==> src/rtl/axis_sigen_pkg.sv <==
// axis_sigen_pkg: shared widths, tuser field layout, port encodings, FSM states and strobe helper
package axis_sigen_pkg;

    localparam int TDATA_W = 256;
    localparam int TSTRB_W = 32;
    localparam int TUSER_W = 128;

    localparam int LEN_LSB = 0;
    localparam int SRC_LSB = 16;
    localparam int DST_LSB = 24;

    localparam logic [7:0] SRC_PORT = 8'h01;
    localparam logic [7:0] DST_P0   = 8'h01;
    localparam logic [7:0] DST_P1   = 8'h04;
    localparam logic [7:0] DST_P2   = 8'h10;
    localparam logic [7:0] DST_P3   = 8'h40;

    typedef enum logic [1:0] {SEND, GAP, DONE} state_t;

    // A remainder of zero means the last beat is completely full.
    function automatic logic [TSTRB_W-1:0] last_strb(input logic [15:0] len);
        return (len[4:0] == 5'd0) ? '1 : (32'h1 << len[4:0]) - 32'h1;
    endfunction

    function automatic logic [7:0] next_dst(input logic [7:0] dst);
        return (dst == DST_P0) ? DST_P1 :
               (dst == DST_P1) ? DST_P2 :
               (dst == DST_P2) ? DST_P3 : DST_P0;
    endfunction

endpackage

==> src/rtl/axis_sigen.sv <==
// axis_sigen: deterministic fixed-length AXI4-Stream packet generator with NetFPGA tuser metadata
//   clk    in   sole clock
//   reset  in   synchronous active-high reset
//   tvalid out  AXIS valid
//   tready in   AXIS ready from the consumer
//   tdata  out  256-bit payload {8{seq, beat}}
//   tstrb  out  32-bit byte strobes
//   tuser  out  128-bit metadata, first beat only
//   tlast  out  final beat of a packet
module axis_sigen
    import axis_sigen_pkg::*;
#(
    parameter int PACKET_LEN  = 50,
    parameter int PKT_GAP     = 0,
    parameter int NUM_PACKETS = 0
) (
    input  logic               clk,
    input  logic               reset,
    output logic               tvalid,
    input  logic               tready,
    output logic [TDATA_W-1:0] tdata,
    output logic [TSTRB_W-1:0] tstrb,
    output logic [TUSER_W-1:0] tuser,
    output logic               tlast
);

    localparam logic [15:0]        LEN16     = 16'(PACKET_LEN);
    localparam logic [15:0]        LAST_BEAT = 16'((PACKET_LEN + 31) / 32 - 1);
    localparam logic [31:0]        GAP_LAST  = 32'(PKT_GAP - 1);
    localparam logic [31:0]        NUM_PKTS  = 32'(NUM_PACKETS);
    localparam logic [TSTRB_W-1:0] LAST_STRB = last_strb(LEN16);

    state_t             state_q, state_d;
    logic [15:0]        seq_q, seq_d;
    logic [15:0]        beat_q, beat_d;
    logic [7:0]         dst_q, dst_d;
    logic [31:0]        gap_q, gap_d;
    logic [31:0]        pkt_cnt_q, pkt_cnt_d;
    logic               tvalid_q, tvalid_d;
    logic [TDATA_W-1:0] tdata_q, tdata_d;
    logic [TSTRB_W-1:0] tstrb_q, tstrb_d;
    logic [TUSER_W-1:0] tuser_q, tuser_d;
    logic               tlast_q, tlast_d;
    logic               fire;

    assign fire = tvalid_q && tready;

    // Outputs are derived from the next-state counters so that every
    // output is registered and a stall simply recomputes identical values.
    always_comb begin
        state_d   = state_q;
        seq_d     = seq_q;
        beat_d    = beat_q;
        dst_d     = dst_q;
        gap_d     = gap_q;
        pkt_cnt_d = pkt_cnt_q;
        case (state_q)
            SEND: begin
                if (fire && beat_q == LAST_BEAT) begin
                    seq_d     = seq_q + 16'd1;
                    beat_d    = '0;
                    dst_d     = next_dst(dst_q);
                    pkt_cnt_d = pkt_cnt_q + 32'd1;
                    gap_d     = '0;
                    if (NUM_PACKETS != 0 && pkt_cnt_d == NUM_PKTS)
                        state_d = DONE;
                    else if (PKT_GAP > 0)
                        state_d = GAP;
                end else if (fire) begin
                    beat_d = beat_q + 16'd1;
                end
            end
            GAP: begin
                if (gap_q == GAP_LAST)
                    state_d = SEND;
                else
                    gap_d = gap_q + 32'd1;
            end
            default: ;
        endcase
        tvalid_d = state_d == SEND;
        tdata_d  = tvalid_d ? {8{seq_d, beat_d}} : '0;
        tstrb_d  = tvalid_d ? ((beat_d == LAST_BEAT) ? LAST_STRB : '1) : '0;
        tlast_d  = tvalid_d && beat_d == LAST_BEAT;
        tuser_d  = '0;
        if (tvalid_d && beat_d == 16'd0) begin
            tuser_d[LEN_LSB +: 16] = LEN16;
            tuser_d[SRC_LSB +: 8]  = SRC_PORT;
            tuser_d[DST_LSB +: 8]  = dst_d;
        end
    end

    always_ff @(posedge clk) begin
        if (reset) begin
            state_q   <= SEND;
            seq_q     <= '0;
            beat_q    <= '0;
            dst_q     <= DST_P0;
            gap_q     <= '0;
            pkt_cnt_q <= '0;
            tvalid_q  <= 1'b0;
            tdata_q   <= '0;
            tstrb_q   <= '0;
            tuser_q   <= '0;
            tlast_q   <= 1'b0;
        end else begin
            state_q   <= state_d;
            seq_q     <= seq_d;
            beat_q    <= beat_d;
            dst_q     <= dst_d;
            gap_q     <= gap_d;
            pkt_cnt_q <= pkt_cnt_d;
            tvalid_q  <= tvalid_d;
            tdata_q   <= tdata_d;
            tstrb_q   <= tstrb_d;
            tuser_q   <= tuser_d;
            tlast_q   <= tlast_d;
        end
    end

    assign tvalid = tvalid_q;
    assign tdata  = tdata_q;
    assign tstrb  = tstrb_q;
    assign tuser  = tuser_q;
    assign tlast  = tlast_q;

endmodule

==> config.mk <==
export PLATFORM = sky130hd
export DESIGN_NAME = axis_sigen
export DESIGN_NICKNAME = d
export VERILOG_FILES = /design/src/rtl/axis_sigen_pkg.sv /design/src/rtl/axis_sigen.sv
export SDC_FILE = /design/constraint.sdc
export NUM_CORES = 1
export LEC_CHECK = 0
export BUFFER_PORTS_ARGS = -buffer_cell sky130_fd_sc_hd__buf_4
export CAP_MARGIN = 20
export CORE_ASPECT_RATIO = 0.9
export CORE_MARGIN = 2
export CORE_UTILIZATION = 25
export CTS_CLUSTER_SIZE = 24
export DETAILED_ROUTE_END_ITERATION = 16
export GPL_TIMING_DRIVEN = 0
export HOLD_SLACK_MARGIN = 0.02
export PLACE_DENSITY = 0.56
export SLEW_MARGIN = 20
export SYNTH_ARGS = -nofsm -noshare
export SYNTH_HDL_FRONTEND = slang
export SYNTH_SLANG_ARGS = --single-unit
==> constraint.sdc <==
create_clock -name clk -period 2.7 [get_ports clk]
set_input_delay 0.54 -clock clk [delete_from_list [all_inputs] [get_ports clk]]
set_output_delay 0.54 -clock clk [all_outputs]
set_load 0.005 [all_outputs]
Word level (Yosys, flattened, before mapping)
Cells that the tools add are included.
{ "word_totals": {"ram_bits": 0, "mem_bits_ro": 0, "inputBits": 3, "wordCells": 54, "ff_bits": 492, "memories": 0, "latchBits": 0} }
{ "classes": {"n_bitwise": 2, "div": 0, "n_mux": 17, "n_lt_le_gt_ge": 0, "add_sub_neg": 3, "n_eq_ne": 9, "mul": 0, "reduce_logical": 11, "shift": 0} }
{ "op_table": {"columns": ["operator", "count"], "rows": [
  ["$mux 32", 3],
  ["$mux 16", 5],
  ["$pmux 32 s2", 1],
  ["$add 16x1->16 const B", 2],
  ["$add 32x1->32 const B", 1],
  ["$eq 16x1->1 const B", 2],
  ["$eq 32x32->1 const B", 1],
  ["$mux 7", 3],
  ["$mux 17", 1],
  ["$logic_not 16->1", 1],
  ["$mux 8", 2],
  ["$eq 8x1->1 const B", 1],
  ["$eq 8x3->1 const B", 1],
  ["$eq 8x5->1 const B", 1],
  ["$logic_and 1x1->1", 4],
  ["$logic_not 2->1", 2],
  ["$mux 2", 2],
  ["$ne 2x2->1 const B", 2],
  ["$reduce_or 2->1", 2],
  ["$reduce_and 3->1", 1],
  ["$eq 2x1->1 const B", 1],
  ["$not 1->1", 2],
  ["$reduce_bool 2->1", 1]
]} }

Logic depth before layout (Yosys ltp)
{ "depth": {"word_depth": 8, "mapped_depth": 11, "ltp_nobuf": 8} }

Worst setup path before layout
No wires, ideal clock.
{ "synth_path": {"kind": "register -> register", "startpoint": "reg beat_q[0]", "endpoint": "reg tuser_q[31] (netlist: tuser[31])", "setup_ps": 87, "arrival_time_ps": 2644, "n_path_buf": 2, "path_stages_with_launch": 10, "required_ps": 2613, "slack_ps": -31, "cell_sequence": "dfxtp_1 ha_1 or4b_1 or4_1 buf_4 nor2_8 a31oi_1 or4_4 buf_6 nor4b_4"} }
{ "synth_between": {"elab_chain_len": 8} }
{ "synth_lines": {"columns": ["element", "line_no", "source"], "rows": [
  ["start, declared", "axis_sigen.sv:35", "logic [15:0] beat_q, beat_d;"],
  ["start signal, assigned", "axis_sigen.sv:109", "beat_q <= beat_d;"],
  ["$add 16x1->16 / $eq 16x1->1 (equally long branches)", "axis_sigen.sv:70, axis_sigen.sv:59", null],
  ["$mux 16 / $logic_and 1x1->1 (equally long branches)", "axis_sigen.sv:69, axis_sigen.sv:59", null],
  ["$mux 16", "axis_sigen.sv:59", "if (fire && beat_q == LAST_BEAT) begin"],
  ["$mux 16", "axis_sigen.sv:57", "case (state_q)"],
  ["$logic_not 16->1", "axis_sigen.sv:86", "if (tvalid_d && beat_d == 16'd0) begin"],
  ["$logic_and 1x1->1", "axis_sigen.sv:86", null],
  ["$not 1->1 (no line)", null, null],
  ["$reduce_or 2->1 (no line)", null, null],
  ["end signal, assigned", "axis_sigen.sv:116", "tuser_q <= tuser_d;"],
  ["end, declared", "axis_sigen.sv:42", "logic [TUSER_W-1:0] tuser_q, tuser_d;"]
]} }
Several ways; a longest one is shown, not always the timed one.
A chain may end at the register's enable or synchronous reset.

Final worst setup path
{ "layout_path": {"startpoint": "reg beat_q[9]", "endpoint": "reg tuser_q[31] (netlist: tuser[31])"} }
Same word-level chain as after synthesis.

==> results.toml <==
[min_path]
hold_path_class = "flip-flop to flip-flop"

[floorplan]
die_x_microns = 189
design.core.area_sq_um = 30000
die-area_sq_um = 32100
io_pins = 421
die_h_microns = 170
start_util_pct = 25.5
fp-row-count = 60

[synthesis]
ys_async_sr_fraction_pct = 0
synth_top_family_by_area = "buffers and inverters"
postSynthCellCount = 916
synth-seq-cells = 119
synth_edf_count = 0
synth_mux_area_share_pct = 0.392
ys_seq_area_share_pct = 31.1
yosys.area_share.simple_pct = 18.7
synth-adder-area-share_pct = 0.653
synth_area_sq_um = 7670
syn_area_per_cell_sq_um = 8.37
synth_area_leaders = "buf_4, dfxtp_1, nor2_1, xnor2_1, xor2_1"
ys_types = 53
synth_common_cells = "buf_4, dfxtp_1, nor2_1"
synth_top_cell_by_area = "buf_4"
post-synth-top-count-cell = "buf_4"
synth_top_area_share_pct = 36.6
synth_xor_area_share_pct = 4.57
synth_compound_area_share_pct = 5.81
synth_warnings = 0
synth_ff_type = "dfxtp_1"

[power_and_ir_drop]
power_w = 0.00455
leakagePower_nw = 6.18
power_density_nw_per_um2 = 384
pwr-share-seq_pct = 39.4
power_frac_comb_pct = 11.7
switching_power_w = 0.00111
cellInternalPower_w = 0.00344
vdd_drop_max_mv = 0.411
pwr-share-clk_pct = 48.9
swShare_pct = 24.3

[critical_path]
cp_top_family = "simple AND/OR/NAND/NOR gates"
cp_max_fo = 5
startpoint_type = "flip-flop"
crit_path_max_incr_delay_ps = 580
critPathCaptureType = "flip-flop"
worstPathArrival_ps = 3090
crit_buf_inv = 1
critical_path_class = "flip-flop to flip-flop"
critical_path.cell_chain = "or4_4 > or4_4 > nor2_8 > a31oi_4 > or4_4 > buf_8 > nor4b_4"
worst-endpoint-required_ps = 3020
critPathSlowestCell = "or4_4"
crit_top_cell = "or4_4"

[final_layout]
fillCellCount = 3055
antenna_cells = 0
synthToLayoutAreaGrowth_pct = 54.5
final_core_util_pct = 39.4
regArea_sq_um = 2400
drive_gt1_share_pct = 56.8
multi_input_area_sq_um = 2960
nets = 1369

[placement]
hpwl_microns = 16000
gp_congestion = 0.798
place_ws_ps = -523
io_buffers = 303

[sta]
final_hold_viol_count = 0
worst_pin_slew_ps = 658
finalSetupTns_ps = -92.1
setup_viol = 2
drv_slew = 0
fin_worst_skew_ps = 8.32
fin_ws_ps = -62.9
period_share_pct = 102
fin_hold_ws_ps = 492
rsz0062_at_grt = "true"
max_slew_margin_pct = 55.7
max_freq_mhz = 362
layout_min_cycle_time_ps = 2760

[outcome]
violations = "negative setup slack"
status = "finished with violations"

[drt]
first_iter_violations = 266
wl_microns = 20700
drcViolationCount = 0
wl_per_cell_microns = 11.7
ant_nets = 0
drt-pass1-iter-count = 4
vias = 6738
vias_per_cell = 3.79

[clock_network]
cts_tree = "built"
clkTransAtPathRegs_ps = 60
cts.sinks = 119
cts_hold_buf = 0
cts_buffers = 17
cts_root_buffer = "clkbuf_16"
insertion_delay_ps = 410
htree_num_levels = 4
cts_max_path_buffers = 2

[flow_run]
drv_cap = 0

[global_route]
grt_pass1_vias = 5913
grt-ovfl-total = 0
antenna_found_initial = 0
grtUsageTotal_pct = 12.1
grt_pass1_wl_microns = 31400
grt_max_degree = 19
power groups by stage:
stage	Combinational, W	Sequential, W	Clock, W
after floorplan	0.000325	0.00183	0
after global placement	0.000470	0.00183	0
after detailed placement	0.000470	0.00183	0
after CTS	0.000522	0.00180	0.00227
after global routing	0.000574	0.00180	0.00236
final	0.000530	0.00179	0.00222
worst reg2reg max path, cell delays in order, from the launching register on:
cell     delay, ps
dfxtp_4        360
or4_4          540
or4_4          580
nor2_8         150
a31oi_4         50
or4_4          570
buf_8          180
nor4b_4        260
per-layer routing:
layer | global-route usage, % | part of all wire [%] | wire length [microns]
met3 | 3.51 | 6.8 | 1410
met5 | 0 | 0 | 0
met4 | 3.29 | 0.76 | 158
met2 | 22.3 | 53 | 11000
met1 | 13.7 | 39 | 8170
layout by cell type (no fill, tap or decap), drive strengths merged, types with 10 or more instances in the layout:
cell,count
nand2,29
nor2,79
xnor2,20
o21ai,20
nor4,10
nand4,16
dfxtp,119
or4,14
inv,14
clkbuf,32
buf,698
a21oi,25
nand3,29
nor3,26
and3,13
xor2,20
and4,12
or3,17
conb,116
state kept, by name (all words and copies together), names as in the netlist:
register  cells
tvalid        1
tlast         1
tstrb         2
dst_q         8
beat_q       16
gap_q        32
state_q       2
seq_q        16
tuser         9
tdata        32
final cells by class:
type / instances / share of cell area [%]
Timing Repair Buffer: 319 / 20.5
Clock buffer: 17 / 3.59
Multi-Input combinational cell: 499 / 25.0
Buffer: 394 / 24.8
Sequential cell: 119 / 20.2
Inverter: 12 / 0.380
Clock inverter: 14 / 1.28
Tap cell: 403 / 4.26
logic make-up (layout without fill, tap and decap cells):
kind of cell | Yosys count | count (layout)
AO/OA/AOI/OAI | 72 | 72
XOR/XNOR | 40 | 40
adder cells (fa/ha/maj) | 4 | 4
buffers and inverters | 413 | 756
flip-flops | 119 | 119
multiplexers | 3 | 3
other | 1 | 116
AND/OR/NAND/NOR | 264 | 264
path summary, 6_finish.rpt:
kind	startpoint	slack (ps)	depth (start not counted)	endpoint
max	beat_q[9]	-60	7	tuser[31]
min	gap_q[17]	490	2	gap_q[17]
min reg2reg	gap_q[17]	490	2	gap_q[17]
max reg2reg	beat_q[9]	-60	7	tuser[31]
metrics by stage:
step | area (sq um) | instances
final | 11800 | 1777
after global routing | 11800 | 1777
after CTS | 11800 | 1777
after detailed placement | 10900 | 1737
after global placement | 10900 | 1737
after floorplan | 8110 | 1031
repair_timing:
action | in CTS | in global routing
pin swaps | 9 | 8
buffers inserted | 10 | 4
resized for setup | 49 | 29
endpoints found under the setup margin | 68 | 64
gates cloned | 2 | 0
Power figures use the tool's default switching activity.
